$ cat config.mk
export PLATFORM = sky130hd
export DESIGN_NAME = alu_operand_sequencer
export DESIGN_NICKNAME = d
export VERILOG_FILES = /design/src/rtl/alu_operand_sequencer.sv
export SDC_FILE = /design/constraint.sdc
export NUM_CORES = 1
export LEC_CHECK = 0
export CAP_MARGIN = 20
export CORE_ASPECT_RATIO = 2
export CORE_MARGIN = 1
export CORE_UTILIZATION = 30
export DETAILED_ROUTE_END_ITERATION = 10
export PLACE_DENSITY = 0.58
export SLEW_MARGIN = 25
export SYNTH_ARGS = -nofsm -noshare
export SYNTH_HDL_FRONTEND = slang
export SYNTH_SLANG_ARGS = --single-unit
export TNS_END_PERCENT = 100
$ cat constraint.sdc
create_clock -name clk -period 3.15 [get_ports clk]
set_input_delay 0.945 -clock clk [delete_from_list [all_inputs] [get_ports clk]]
set_output_delay 0.945 -clock clk [all_outputs]
set_load 0.05 [all_outputs]
$ cat src/rtl/alu_operand_sequencer.sv
// -----------------------------------------------------------------------------
// alu_operand_sequencer
//
// Front end for the combinational 4-function ALU. Successive presses of the
// load button capture operand A, operand B and the operation code from the
// switch bus. The block then spends one cycle in EXEC, where it registers the
// ALU result together with the N/Z/C/V flags, and holds them in DONE until the
// next press.
//
// Ports
//   clk          rising-edge system clock
//   rst          asynchronous, active-high reset
//   data_in      operand source (switches), BITS wide
//   code_in      operation code source (switches), 4 bits
//   load         debounced button level; each rising edge is one step
//   clear        synchronous abort back to WAIT_A with registers zeroed
//   alu_a/alu_b  registered operands driven to the ALU
//   alu_code     registered operation code driven to the ALU
//   alu_result   combinational ALU result, sampled only in EXEC
//   result_q     registered result
//   flags_q      registered flags {N,Z,C,V}
//   state        current FSM encoding, for LEDs
//   result_valid high while in DONE
// -----------------------------------------------------------------------------
module alu_operand_sequencer #(
  parameter int BITS = 4
) (
  input  logic            clk,
  input  logic            rst,
  input  logic [BITS-1:0] data_in,
  input  logic [3:0]      code_in,
  input  logic            load,
  input  logic            clear,
  output logic [BITS-1:0] alu_a,
  output logic [BITS-1:0] alu_b,
  output logic [3:0]      alu_code,
  input  logic [BITS-1:0] alu_result,
  output logic [BITS-1:0] result_q,
  output logic [3:0]      flags_q,
  output logic [2:0]      state,
  output logic            result_valid
);

  localparam int MSB = BITS - 1;

  localparam logic [2:0] WAIT_A  = 3'd0;
  localparam logic [2:0] WAIT_B  = 3'd1;
  localparam logic [2:0] WAIT_OP = 3'd2;
  localparam logic [2:0] EXEC    = 3'd3;
  localparam logic [2:0] DONE    = 3'd4;

  localparam logic [3:0] OP_ADD = 4'b0000;
  localparam logic [3:0] OP_SUB = 4'b0001;
  localparam logic [3:0] OP_SHL = 4'b0100;
  localparam logic [3:0] OP_SHR = 4'b0101;

  logic load_d;
  logic armed;
  logic step;

  // Flags {N,Z,C,V} for the current operands and the ALU result.
  function automatic logic [3:0] calc_flags(input logic [BITS-1:0] a,
                                            input logic [BITS-1:0] b,
                                            input logic [3:0]      code,
                                            input logic [BITS-1:0] r);
    logic [BITS:0] sum;
    logic          n;
    logic          z;
    logic          c;
    logic          v;
    sum = {1'b0, a} + {1'b0, b};
    n   = r[MSB];
    z   = (r == '0);
    c   = 1'b0;
    v   = 1'b0;
    case (code)
      OP_ADD: begin
        c = sum[BITS];
        v = (a[MSB] == b[MSB]) && (r[MSB] != a[MSB]);
      end
      OP_SUB: begin
        c = (a >= b);
        v = (a[MSB] != b[MSB]) && (r[MSB] != a[MSB]);
      end
      OP_SHL: c = a[MSB];
      OP_SHR: c = a[0];
      default: begin
        c = 1'b0;
        v = 1'b0;
      end
    endcase
    return {n, z, c, v};
  endfunction

  // A step needs a low sample of load since reset, so releasing reset while
  // the button is still held does not count as a press. load_d itself still
  // resets to 0; 'armed' carries the "seen low" condition.
  assign step = load & ~load_d & armed;

  always_ff @(posedge clk or posedge rst) begin
    if (rst) begin
      load_d <= 1'b0;
      armed  <= 1'b0;
    end else begin
      load_d <= load;
      if (!load) armed <= 1'b1;
    end
  end

  always_ff @(posedge clk or posedge rst) begin
    if (rst) begin
      state    <= WAIT_A;
      alu_a    <= '0;
      alu_b    <= '0;
      alu_code <= '0;
      result_q <= '0;
      flags_q  <= '0;
    end else if (clear) begin
      state    <= WAIT_A;
      alu_a    <= '0;
      alu_b    <= '0;
      alu_code <= '0;
      result_q <= '0;
      flags_q  <= '0;
    end else begin
      case (state)
        WAIT_A: if (step) begin
          alu_a <= data_in;
          state <= WAIT_B;
        end
        WAIT_B: if (step) begin
          alu_b <= data_in;
          state <= WAIT_OP;
        end
        WAIT_OP: if (step) begin
          alu_code <= code_in;
          state    <= EXEC;
        end
        // alu_code was registered on the previous edge, so alu_result has
        // had a full cycle to settle; any press here is ignored.
        EXEC: begin
          result_q <= alu_result;
          flags_q  <= calc_flags(alu_a, alu_b, alu_code, alu_result);
          state    <= DONE;
        end
        DONE: if (step) state <= WAIT_A;
        default: state <= WAIT_A;
      endcase
    end
  end

  assign result_valid = (state == DONE);

endmodule

==> flow_summary.json, run 1 <==
{
  "cts_hold_buf": 0,
  "synth_mux_area_share_pct": 0,
  "dp.cells": 226,
  "core_sq_mm": 0.00405,
  "viasPerCell": 4.85,
  "outcome": "finished, final reports clean",
  "num_vias": 1111,
  "drt_wl_total_um": 3030,
  "power_leakage_uw": 0.000761,
  "hold_violations": 0,
  "path_clk_slew_ns": 0.08,
  "reg2reg_from": "alu_a[3]$_DFFE_PP0P_",
  "htreeDepth": 1,
  "crit_type": "reg2out",
  "ios": 40,
  "drc": 0,
  "holdWs_ns": 0.500,
  "synth_top_family_by_area": "simple AND/OR/NAND/NOR gates",
  "slowest_delay_ns": 0.80,
  "clk_path_buf_depth": 2,
  "clock_skew_ns": 0.00336,
  "cp-end-kind": "primary output",
  "peakVddDrop_mv": 0.334,
  "grt_usage_pct": 14.6,
  "whs_endpoint": "armed$_DFFE_PP0N_",
  "cts_buffers": 3,
  "yosysUniqueCellTypes": 29,
  "cts_setup_buffers": 0,
  "worstMarginPinSlew_ns": 0.497,
  "grt_pass1_vias": 1000,
  "syn-instance-count": 138,
  "p_per_area_mw_per_mm2": 337,
  "die_h_um": 93.8,
  "synth_xor_xnor_area_share_pct": 1.38,
  "finalCriticalPeriod_ns": 3.02,
  "ant_nets": 0,
  "grt.overflow.total": 0,
  "r2r_slack_ns": 1.51,
  "worstPathMaxFanout": 7,
  "numPortBuffers": 39,
  "drt_iter0_drc": 27,
  "diodes": 0,
  "synthSimpleGateAreaFrac_pct": 25.3,
  "num_rows": 33,
  "grt_max_degree": 25,
  "hpwl_um": 2390,
  "crit_buf_inv": 1,
  "fin_util_pct": 43.2,
  "r2r-end": "flags_q[1]$_DFFE_PP0P_",
  "layoutNonFillerInstCount": 229,
  "fp.dieW_um": 47.9,
  "crit_family": "buffers and inverters",
  "finalCritPeriodShare_pct": 95.9,
  "fmax_mhz": 331,
  "antenna_found_initial": 0,
  "cap_violations": 0,
  "synth_compound_area_share_pct": 13.4,
  "cp.arrival_ns": 2.08,
  "worst_hold_path.num_cells": 1,
  "drv_slew": 0,
  "start_kind": "register",
  "r2r_cells": 5,
  "critPathLaunch": "state[0]$_DFFE_PP0P_",
  "setup_viol": 0,
  "area_growth_pct": 38.3,
  "clk_latency_ns": 0.26,
  "dr.pass1.iters": 6,
  "hold_class": "reg2reg",
  "cts_tree": "built",
  "yosys_warnings": 0,
  "drive_gt1_share_pct": 5.08,
  "post_cts_resized": 0,
  "final.setup.tns_ns": 0,
  "synth-seq-cells": 24,
  "rsz0062_at_grt": "false",
  "critPathSlowestCell": "clkdlybuf4s50_1",
  "syn_nets": 162,
  "fin_nets": 203,
  "max_slew_margin_pct": 66.8,
  "initial_utilization_pct": 31.3,
  "gp_congestion": 0.794,
  "synthAdderAreaFrac_pct": 7.91,
  "die-area_sq_mm": 0.00450,
  "cts-root-buf": "clkbuf_8",
  "path_cells": "nor2_1 > and2_1 > clkdlybuf4s50_1",
  "wl_per_cell_um": 13.2,
  "hp-start": "armed$_DFFE_PP0N_",
  "postSynthAreaPerCell_sq_um": 9.17,
  "cts_sinks": 24,
  "finalPower_uw": 590,
  "grt_pass1_wl_um": 4760,
  "ys_seq_area_share_pct": 47.5,
  "synth_area_sq_mm": 0.00126,
  "worstPathRequired_ns": 2.20
}
[how the worst max path moves through the flow]
stage	end	slack, ns	depth (start not counted)
floorplan	result_valid	0.78	2
global placement	result_valid	0.46	3
detailed placement	result_valid	0.42	3
CTS	result_valid	0.12	3
global route	result_valid	0.02	3
finish	result_valid	0.13	3
[cells in the mapped netlist]
cell,n,area share (%)
buf_4,2,1.2
nor2_1,6,1.8
a211o_1,1,0.69
xor2_1,2,1.4
clkbuf_1,2,0.59
nand2b_1,1,0.49
a211oi_1,1,0.59
a2111oi_2,1,1.2
nor3b_1,2,1.2
o21ai_0,1,0.40
o31ai_1,1,0.59
buf_2,1,0.40
or3_1,1,0.49
ha_1,8,7.9
and4bb_2,1,0.99
nand3_1,12,4.7
nand3b_1,1,0.59
a32oi_1,1,0.69
dfrtp_1,24,47
a21oi_1,21,8.3
nor4_2,1,0.99
o2111a_1,1,0.89
nand2_1,28,8.3
nor3_1,3,1.2
and2_1,1,0.49
nor2b_1,4,2.0
nand3b_4,1,1.6
inv_1,8,2.4
nor4_1,1,0.49
[power by group]
group          total [uW]  switching [uW]  internal [uW]
Sequential            321            8.17            313
Combinational        92.8            54.8           38.0
Clock                 176            90.5           85.3
[cells by family (layout without fill, tap and decap cells)]
| group | Yosys count | count (layout) |
|---|---|---|
| AOI/OAI and AO/OA | 28 | 28 |
| buffers and inverters | 13 | 52 |
| xor gates and xnor gates | 2 | 2 |
| and+or+nand+nor | 63 | 63 |
| DFF | 24 | 24 |
| adders and majority gates | 8 | 8 |
[cell type report]
class / instances / area (sq um)
clock buffers: 3 / 41.3
fillers: 435 / 2300
inverters: 8 / 30.0
multi-input cells: 101 / 607
flip-flops and latches: 24 / 601
well taps: 52 / 65.1
repair buffers: 41 / 405
[cells in the final DEF (no fill, tap or decap), drive strengths merged, types with 2 or more instances in the layout]
cell,Yosys,routed
a21oi,21,21
buf,3,2
clkbuf,2,3
clkdlybuf4s50,0,39
dfrtp,24,24
ha,8,8
inv,8,8
nand2,28,28
nand3,12,12
nand3b,2,2
nor2,6,6
nor2b,4,4
nor3,3,3
nor3b,2,2
nor4,2,2
xor2,2,2
[routing by layer]
metal | vias to the layer above | routed length [um] | global-route usage (%)
li1 | 553 | - | -
met1 | 529 | 1240 | 18.7
met2 | 27 | 1670 | 24.2
met3 | 2 | 96 | 1.15
met4 | 0 | 28 | 5.56
met5 | - | 0 | 0
[through the flow]
| step | setup WS (ns) | cell area, sq um |
|---|---|---|
| after floorplan | 0.782 | 1260 |
| after global placement | 0.459 | 1710 |
| after detailed placement | 0.422 | 1710 |
| after CTS | 0.118 | 1750 |
| after global routing | 0.0232 | 1750 |
| final | 0.129 | 1750 |
[registers in the layout, indices dropped and copies added, names as in the netlist]
name,cells
alu_a,4
alu_b,4
alu_code,4
result_q,4
flags_q,3
state,3
armed,1
load_d,1
(Power assumes the default switching activity.)
==> run 2: changes to the inputs <==
--- a/config.mk
+++ b/config.mk
@@ -11,7 +11,7 @@
 export CORE_UTILIZATION = 30
 export DETAILED_ROUTE_END_ITERATION = 10
 export PLACE_DENSITY = 0.58
-export SLEW_MARGIN = 25
+export SLEW_MARGIN = 20
 export SYNTH_ARGS = -nofsm -noshare
 export SYNTH_HDL_FRONTEND = slang
 export SYNTH_SLANG_ARGS = --single-unit
==> constraint.sdc (replaced) <==
create_clock -name clk -period 3.15 [get_ports clk]
set_input_delay 0.4725 -clock clk [delete_from_list [all_inputs] [get_ports clk]]
set_output_delay 0.4725 -clock clk [all_outputs]
set_load 0.05 [all_outputs]
==> flow_summary.json, run 2 (same netlist as run 1, synthesis figures left out) <==
{
  "outcome": "finished, final reports clean",
  "wl_per_cell_um": 13.2,
  "viasPerCell": 4.76,
  "drc": 0,
  "layout_common_cells": "clkdlybuf4s50_1, nand2_1, dfrtp_1",
  "worstPathMaxFanout": 7,
  "clk_path_buf_depth": 2,
  "grt_pass1_vias": 1031,
  "clk_latency_ns": 0.27,
  "worstMarginPinSlew_ns": 0.917,
  "postLayoutSetupSlackWorst_ns": 0.609,
  "start_kind": "register",
  "cts_hold_buf": 0,
  "die_h_um": 93.8,
  "worstPathRequired_ns": 2.68,
  "post_cts_resized": 0,
  "rsz0062_at_grt": "false",
  "fill_cells": 450,
  "hp-start": "armed$_DFFE_PP0N_",
  "critPathLaunch": "state[0]$_DFFE_PP0P_",
  "ant_nets": 0,
  "hpwl_um": 2400,
  "hold_class": "reg2reg",
  "gp_congestion": 0.764,
  "hold_violations": 0,
  "dp.cells": 225,
  "die-area_sq_mm": 0.00450,
  "reg2reg_from": "alu_a[3]$_DFFE_PP0P_",
  "cts_sinks": 24,
  "diodes": 0,
  "finalCritPeriodShare_pct": 80.7,
  "grt_max_degree": 25,
  "drv_slew": 0,
  "path_clk_slew_ns": 0.08,
  "cts_setup_buffers": 0,
  "power_leakage_uw": 0.000763,
  "final.setup.tns_ns": 0,
  "drt_iter0_drc": 13,
  "clock_skew_ns": 0.00244,
  "cts-root-buf": "clkbuf_8",
  "grt_usage_pct": 15.2,
  "ios": 40,
  "core_sq_mm": 0.00405,
  "dr.pass1.iters": 4,
  "fmax_mhz": 394,
  "num_vias": 1089,
  "drive_gt1_share_pct": 5.08,
  "num_rows": 33,
  "drt_wl_total_um": 3010,
  "max_slew_margin_pct": 38.8,
  "area_growth_pct": 38.8,
  "place_ws_ns": 0.914,
  "cp.arrival_ns": 2.07,
  "p_per_area_mw_per_mm2": 356,
  "finalCriticalPeriod_ns": 2.54,
  "crit_type": "reg2out",
  "cap_violations": 0,
  "cts_tree": "built",
  "fin_nets": 202,
  "initial_utilization_pct": 31.3,
  "setup_viol": 0,
  "grt_pass1_wl_um": 4790,
  "layoutNonFillerInstCount": 229,
  "peakVddDrop_mv": 0.286,
  "cts_buffers": 3,
  "final_common_cell": "clkdlybuf4s50_1",
  "fp.dieW_um": 47.9,
  "numPortBuffers": 39,
  "cp-end-kind": "primary output",
  "grt.overflow.total": 0,
  "htreeDepth": 1,
  "antenna_found_initial": 0
}
## run 2: cell count changes in the layout (fill, tap and decap cells not counted)
cell | before | now
clkbuf_8 | 3 | 4
buf_4 | 2 | 1
## run 2: metal layers
metal  GRT usage [%]  part of all wire [%]  vias to the layer above
li1                -                     -                      550
met1            17.0                    38                      508
met2            26.2                    57                       26
met3            1.54                   3.7                        5
met4            7.64                   2.1                        0
met5               0                     0                        -
## run 2: critical path, cell delays in order, from the launching register on
cell and delay (ns):
dfrtp_1 0.47, nor2_1 0.33, and2_1 0.20, clkdlybuf4s50_1 0.80
## run 2: final timing paths
check                                    endpoint  slack (ns)  cells after the start
max                                  result_valid        0.61                      3
max in group asynchronous  flags_q[2]$_DFFE_PP0P_        1.89                      2
min                             armed$_DFFE_PP0N_        0.49                      1
min reg2reg                     armed$_DFFE_PP0N_        0.49                      1
max reg2reg                flags_q[1]$_DFFE_PP0P_        1.51                      5
min in group asynchronous    alu_b[0]$_DFFE_PP0P_        0.70                      2
## run 2: power by group
group          total [uW]  internal (uW)  switching, uW  leakage [uW]
clock                 211            112           99.3     0.0000288
sequential            322            313           8.17      0.000326
combinational        92.0           37.1           54.8      0.000409
total                 624            462            162      0.000763
## run 2: final cells by class
| cell class | instances | area (sq um) | share of cell area [%] |
|---|---|---|---|
| inverter | 8 | 30.0 | 1.71 |
| multi-input combinational | 101 | 607 | 34.6 |
| clock buffer | 4 | 55.1 | 3.14 |
| sequential | 24 | 601 | 34.2 |
| tap | 52 | 65.1 | 3.71 |
| timing repair buffer | 40 | 398 | 22.7 |
## run 2: metrics by stage
step	utilization [%]	hold WS [ns]	power, uW	instance area, sq um
finish	43.4	0.493	624	1760
global route	43.4	0.536	649	1760
CTS	43.4	0.495	630	1760
detailed placement	42.0	0.471	421	1700
global placement	42.0	0.469	419	1700
floorplan	-	0.450	378	1260
